File: src/rtl/int_pkg.sv
// int_pkg: shared interrupt sequencer state type and instruction constants
package int_pkg;
  localparam int VEC_W = 3;
  localparam logic [31:0] INSTR_NOP = 32'h0000_0000;
  localparam logic [31:0] JUMP_BASE_DEF = 32'hA000_0000;
  typedef enum logic [2:0] {IDLE, ACK, DRAIN, JUMP, SERVICE, RESTORE} int_seq_state_t;
endpackage

File: src/rtl/int_timeout_ctr.sv
// int_timeout_ctr: saturating service-timeout counter with clear, enable and hit
module int_timeout_ctr #(
  parameter int MAX = 8
) (
  input  logic clk,
  input  logic rst_n,
  input  logic clr,
  input  logic en,
  output logic hit
);
  localparam int W = $clog2(MAX + 1);
  localparam logic [W-1:0] LIM = W'(MAX);
  logic [W-1:0] cnt;
  always_ff @(posedge clk or negedge rst_n)
    if (!rst_n) cnt <= '0;
    else if (clr) cnt <= '0;
    else if (en && cnt != LIM) cnt <= cnt + W'(1);
  assign hit = cnt == LIM;
endmodule

File: src/rtl/int_sequencer.sv
// int_sequencer: drives pipeline through interrupt entry (stall, drain, jump) and exit (restore)
module int_sequencer
  import int_pkg::*;
#(
  parameter int          NOP_COUNT   = 5,
  parameter logic [31:0] JUMP_BASE   = JUMP_BASE_DEF,
  parameter int          TIMEOUT_CYC = 0
) (
  input  logic             clk,
  input  logic             rst_n,
  input  logic             int_req,
  input  logic [VEC_W-1:0] int_vec,
  input  logic             int_enable,
  input  logic [31:0]      fetch_pc,
  input  logic             rti_retire,
  output logic             int_ack,
  output logic             fetch_stall,
  output logic             inj_valid,
  output logic [31:0]      inj_instr,
  output logic [31:0]      epc,
  output logic             pc_restore,
  output logic             int_done,
  output logic             busy,
  output logic             int_timeout
);
  localparam logic [3:0] DRAIN_LAST = 4'(NOP_COUNT - 1);
  int_seq_state_t state;
  logic [3:0] drain_cnt;
  logic [VEC_W-1:0] vec_q;
  logic timeout_q;
  logic hit;
  always_ff @(posedge clk or negedge rst_n)
    if (!rst_n) begin
      state <= IDLE;
      drain_cnt <= '0;
      vec_q <= '0;
      epc <= '0;
      timeout_q <= 1'b0;
    end else begin
      case (state)
        IDLE: if (int_req && int_enable) begin
          state <= ACK;
          vec_q <= int_vec;
          epc <= fetch_pc;
        end
        ACK: begin
          drain_cnt <= '0;
          state <= DRAIN;
        end
        DRAIN: begin
          drain_cnt <= drain_cnt + 4'd1;
          if (drain_cnt == DRAIN_LAST) state <= JUMP;
        end
        JUMP: state <= SERVICE;
        SERVICE: begin
          if (hit) timeout_q <= 1'b1;
          if (rti_retire) state <= RESTORE;
        end
        RESTORE: begin
          timeout_q <= 1'b0;
          state <= IDLE;
        end
        default: state <= IDLE;
      endcase
    end
  generate
    if (TIMEOUT_CYC != 0) begin : g_tmo
      int_timeout_ctr #(.MAX(TIMEOUT_CYC)) u_tmo (
        .clk   (clk),
        .rst_n (rst_n),
        .clr   (!(state == JUMP || state == SERVICE)),
        .en    (state == JUMP || state == SERVICE),
        .hit   (hit)
      );
    end else begin : g_no_tmo
      assign hit = 1'b0;
    end
  endgenerate
  assign int_ack     = state == ACK;
  assign fetch_stall = state == ACK || state == DRAIN || state == JUMP;
  assign inj_valid   = state == DRAIN || state == JUMP;
  assign inj_instr   = state == JUMP ? (JUMP_BASE | {{(31 - VEC_W){1'b0}}, vec_q, 1'b0}) : INSTR_NOP;
  assign pc_restore  = state == RESTORE;
  assign int_done    = state == RESTORE;
  assign busy        = state != IDLE;
  assign int_timeout = timeout_q | (state == SERVICE && hit);
endmodule

File: config.mk
export PLATFORM = sky130hd
export DESIGN_NAME = int_sequencer
export DESIGN_NICKNAME = d
export VERILOG_FILES = /design/src/rtl/int_pkg.sv /design/src/rtl/int_timeout_ctr.sv /design/src/rtl/int_sequencer.sv
export SDC_FILE = /design/constraint.sdc
export NUM_CORES = 1
export LEC_CHECK = 0
export CAP_MARGIN = 20
export CORE_MARGIN = 3
export CORE_UTILIZATION = 39
export DETAILED_ROUTE_END_ITERATION = 8
export GPL_ROUTABILITY_DRIVEN = 1
export GPL_TIMING_DRIVEN = 0
export PLACE_DENSITY_LB_ADDON = 0.08
export SLEW_MARGIN = 0
export SYNTH_ARGS = -nofsm -noshare
export SYNTH_HDL_FRONTEND = slang
export SYNTH_SLANG_ARGS = --single-unit
File: constraint.sdc
create_clock -name clk -period 2.15 [get_ports clk]
set_input_delay 0.645 -clock clk [delete_from_list [all_inputs] [get_ports clk]]
set_output_delay 0.645 -clock clk [all_outputs]
set_load 0.05 [all_outputs]
==> impl_results.md <==
- Clock tree buffer depth: 2
- Period utilization: 100.4%
- Post-Synthesis Cells: approximately 150
- Tmin final: approximately 2.2 ns
- Nets: 312
- Clk_lat worst skew: a little under 0.3 ns
- Leak: around 1.7 nW
- CP max FO: 7
- Largest net degree at the start of global routing: 23
- First-pass GRT wire length: ~6900 µm
- Core Util, Final: 63.86%
- Max-slew headroom: 63.54%
- Status: finished with violations
- Die area: between 0.006 and 0.007 mm²
- Wirelength per Cell: around 13 µm
- Die width: 79.59 µm
- Worst hold path type: in -> async
- Syn Area/Cell: roughly 14 µm²
- Startpoint types: flip-flop
- Share of cells above drive strength 1: between 30% and 40%
- Final Slew Violations: 0
- Die Ht: between 70 and 80 µm
- Gr ovfl total: 0
- Initial antenna violation count: 0
- I/O pin total: about 110
- # Max-Cap Violations: 0
- Crit end category: primary output
- # DRC: 0
- # diodes: 0
- Register bit total from synthesis: 42
- Core ar.: between 0.005 and 0.006 mm²
- Part of the Yosys area used for sequential elements: between 40 and 50%
- Rows: 26
- Gr usage total: around 14%
- Vias in the first global route: ~1400
- Initial DRC count: 27
- Max IR drop VDD: 876.6 µV
- Achievable Freq: between 400 and 500 MHz
- Critical path class: reg -> out
- Mapped cell area: around 0.0021 mm²
- Routed WL: around 4300 µm
- Final setup margin: -0.007765 ns
- Hold_ws: roughly 0.32 ns
- Final Skew: between 0.003 and 0.004 ns
- Clk sink count: 42
- Antenna-violating nets left: 0
- Htree depth: 2
- DP HPWL: between 3000 and 4000 µm
- Syn-to-layout area delta: 56.40%
- Failing checks: negative setup slack
- Fin area: roughly 0.0033 mm²
- Register area: roughly 0.0011 mm²
- Vias per inst: just over 4
- Worst EP required: approximately 1.5 ns
- CTS root buf: clkbuf_8
- Tot Pwr: between 5 and 6 mW
- Area occupied by multi-input gates: about 850 µm²
- GPL Wtd Cong: ~0.74
- Final hold violation count: 0
- Cts hold-fix bufs: 0
- Pwr dens: 1647 mW/mm²
- CTS tree: yes
- Reg clk slew, reported paths: around 0.080 ns
- Initial Util: around 40%
- Arr. time, crit path: around 1.5 ns
- DRT Pass-1 Iters: 3
- Setup violations, final: 1
- Area post-placement: ~0.0031 mm²
- Synth warnings: 0
- Post-synth cell types: 26
- Port bufs: 82
- Total CTS buffers: 5
- RSZ-0062 raised after global routing: true
- Fill cell count: approximately 420
- Slew @ Worst Pin: about 0.55 ns
- Via count: 1408
==> synth_stat cells <==
| cell type | number | area [µm²] |
|---|---|---|
| a2111oi_0 | 1 | 8.760 |
| a21boi_0 | 1 | 7.510 |
| a31oi_1 | 1 | 6.260 |
| and2_1 | 1 | 6.260 |
| and2b_2 | 1 | 8.760 |
| and3_1 | 4 | 25.02 |
| buf_12 | 3 | 60.06 |
| buf_4 | 30 | 225.2 |
| buf_6 | 1 | 11.26 |
| clkbuf_1 | 1 | 3.750 |
| conb_1 | 1 | 3.750 |
| dfrtp_1 | 42 | 1051 |
| ha_1 | 2 | 25.02 |
| inv_1 | 5 | 18.77 |
| mux2_2 | 5 | 56.30 |
| mux2_4 | 30 | 450.4 |
| mux2i_1 | 2 | 20.02 |
| nand2_1 | 7 | 26.28 |
| nand4_1 | 1 | 6.260 |
| nor2_1 | 3 | 11.26 |
| nor2_8 | 1 | 20.02 |
| nor3b_1 | 2 | 15.01 |
| o21ai_0 | 2 | 10.01 |
| or2_2 | 1 | 6.260 |
| or3_4 | 1 | 11.26 |
| or3b_2 | 2 | 17.52 |
==> through the flow <==
step | worst slack (ns) | cells | setup TNS, ns
floorplan | 0.01549 | 178 | 0
global placement | -0.6984 | 330 | -31.43
detailed placement | -0.5206 | 331 | -2.204
CTS | -0.04430 | 340 | -0.04430
global route | -0.06175 | 341 | -0.06364
finish | -0.007765 | 341 | -0.007765
==> worst paths after layout <==
path	startpoint	endpoint	slack, ns	depth (start not counted)
worst max-delay path	state[2]	int_ack	-0.008	5
worst min-delay path	rst_n	state[2]	0.32	1
worst max register to register	state[1]	epc[23]	0.43	4
worst min register to register	drain_cnt[3]	drain_cnt[3]	0.49	1
max in group asynchronous	rst_n	state[1]	1.33	2
min in group clk	drain_cnt[3]	drain_cnt[3]	0.49	1
==> per-layer routing <==
metal  GRT usage [%]  wire (µm)
met1           17.37       1818
met2           23.46       2138
met3           5.192        352
met4           4.124         28
met5               0          0
==> report_power, final <==
group | switching [mW] | internal (mW)
Combinational | 2.02 | 1.39
Clock | 0.277 | 0.347
Sequential | 0.222 | 1.18
==> what timing repair did <==
action                                  in CTS  in global routing
endpoints found under the setup margin      11                 21
resized for setup                           56                 25
pin swaps                                    0                  1
buffers inserted                             1                  1
==> layout make-up <==
cell class              count  area share [%]
clock inverters             2           1.136
flip-flops and latches     42           31.86
inverters                   5          0.5682
plain buffers              35           9.205
clock buffers               6           2.197
repair buffers             85           26.70
well taps                  70           2.652
multi-input cells          96           25.68
==> cell families after synthesis <==
group / synth area share, %
compound gates: 1.541
fa+ha+maj: 1.185
buf+inv: 15.11
flops: 49.76
mux: 24.94
other cells: 0.1776
simple gates: 7.287
==> critical path, stage by stage (launching register included) <==
cell and delay [ns]:
dfrtp_1 0.38, buf_6 0.13, buf_6 0.11, or3b_4 0.39, inv_2 0.07, buf_8 0.14
==> registers in the layout (all words and copies together), names as in the netlist <==
register and flops:
epc 32, drain_cnt 4, state 3, vec_q 3
==> placed cells by master (no fill, tap or decap), types with 4 or more instances in the layout <==
master	n
clkdlybuf4s50_1	55
mux2_4	30
dlymetal6s2s_1	15
mux2_2	5
nand2_1	7
buf_4	31
clkbuf_8	5
dfrtp_1	41
inv_1	4
conb_1	28
clkbuf_4	5
and3_1	4
Note: power is estimated with default switching activity, not from simulation.
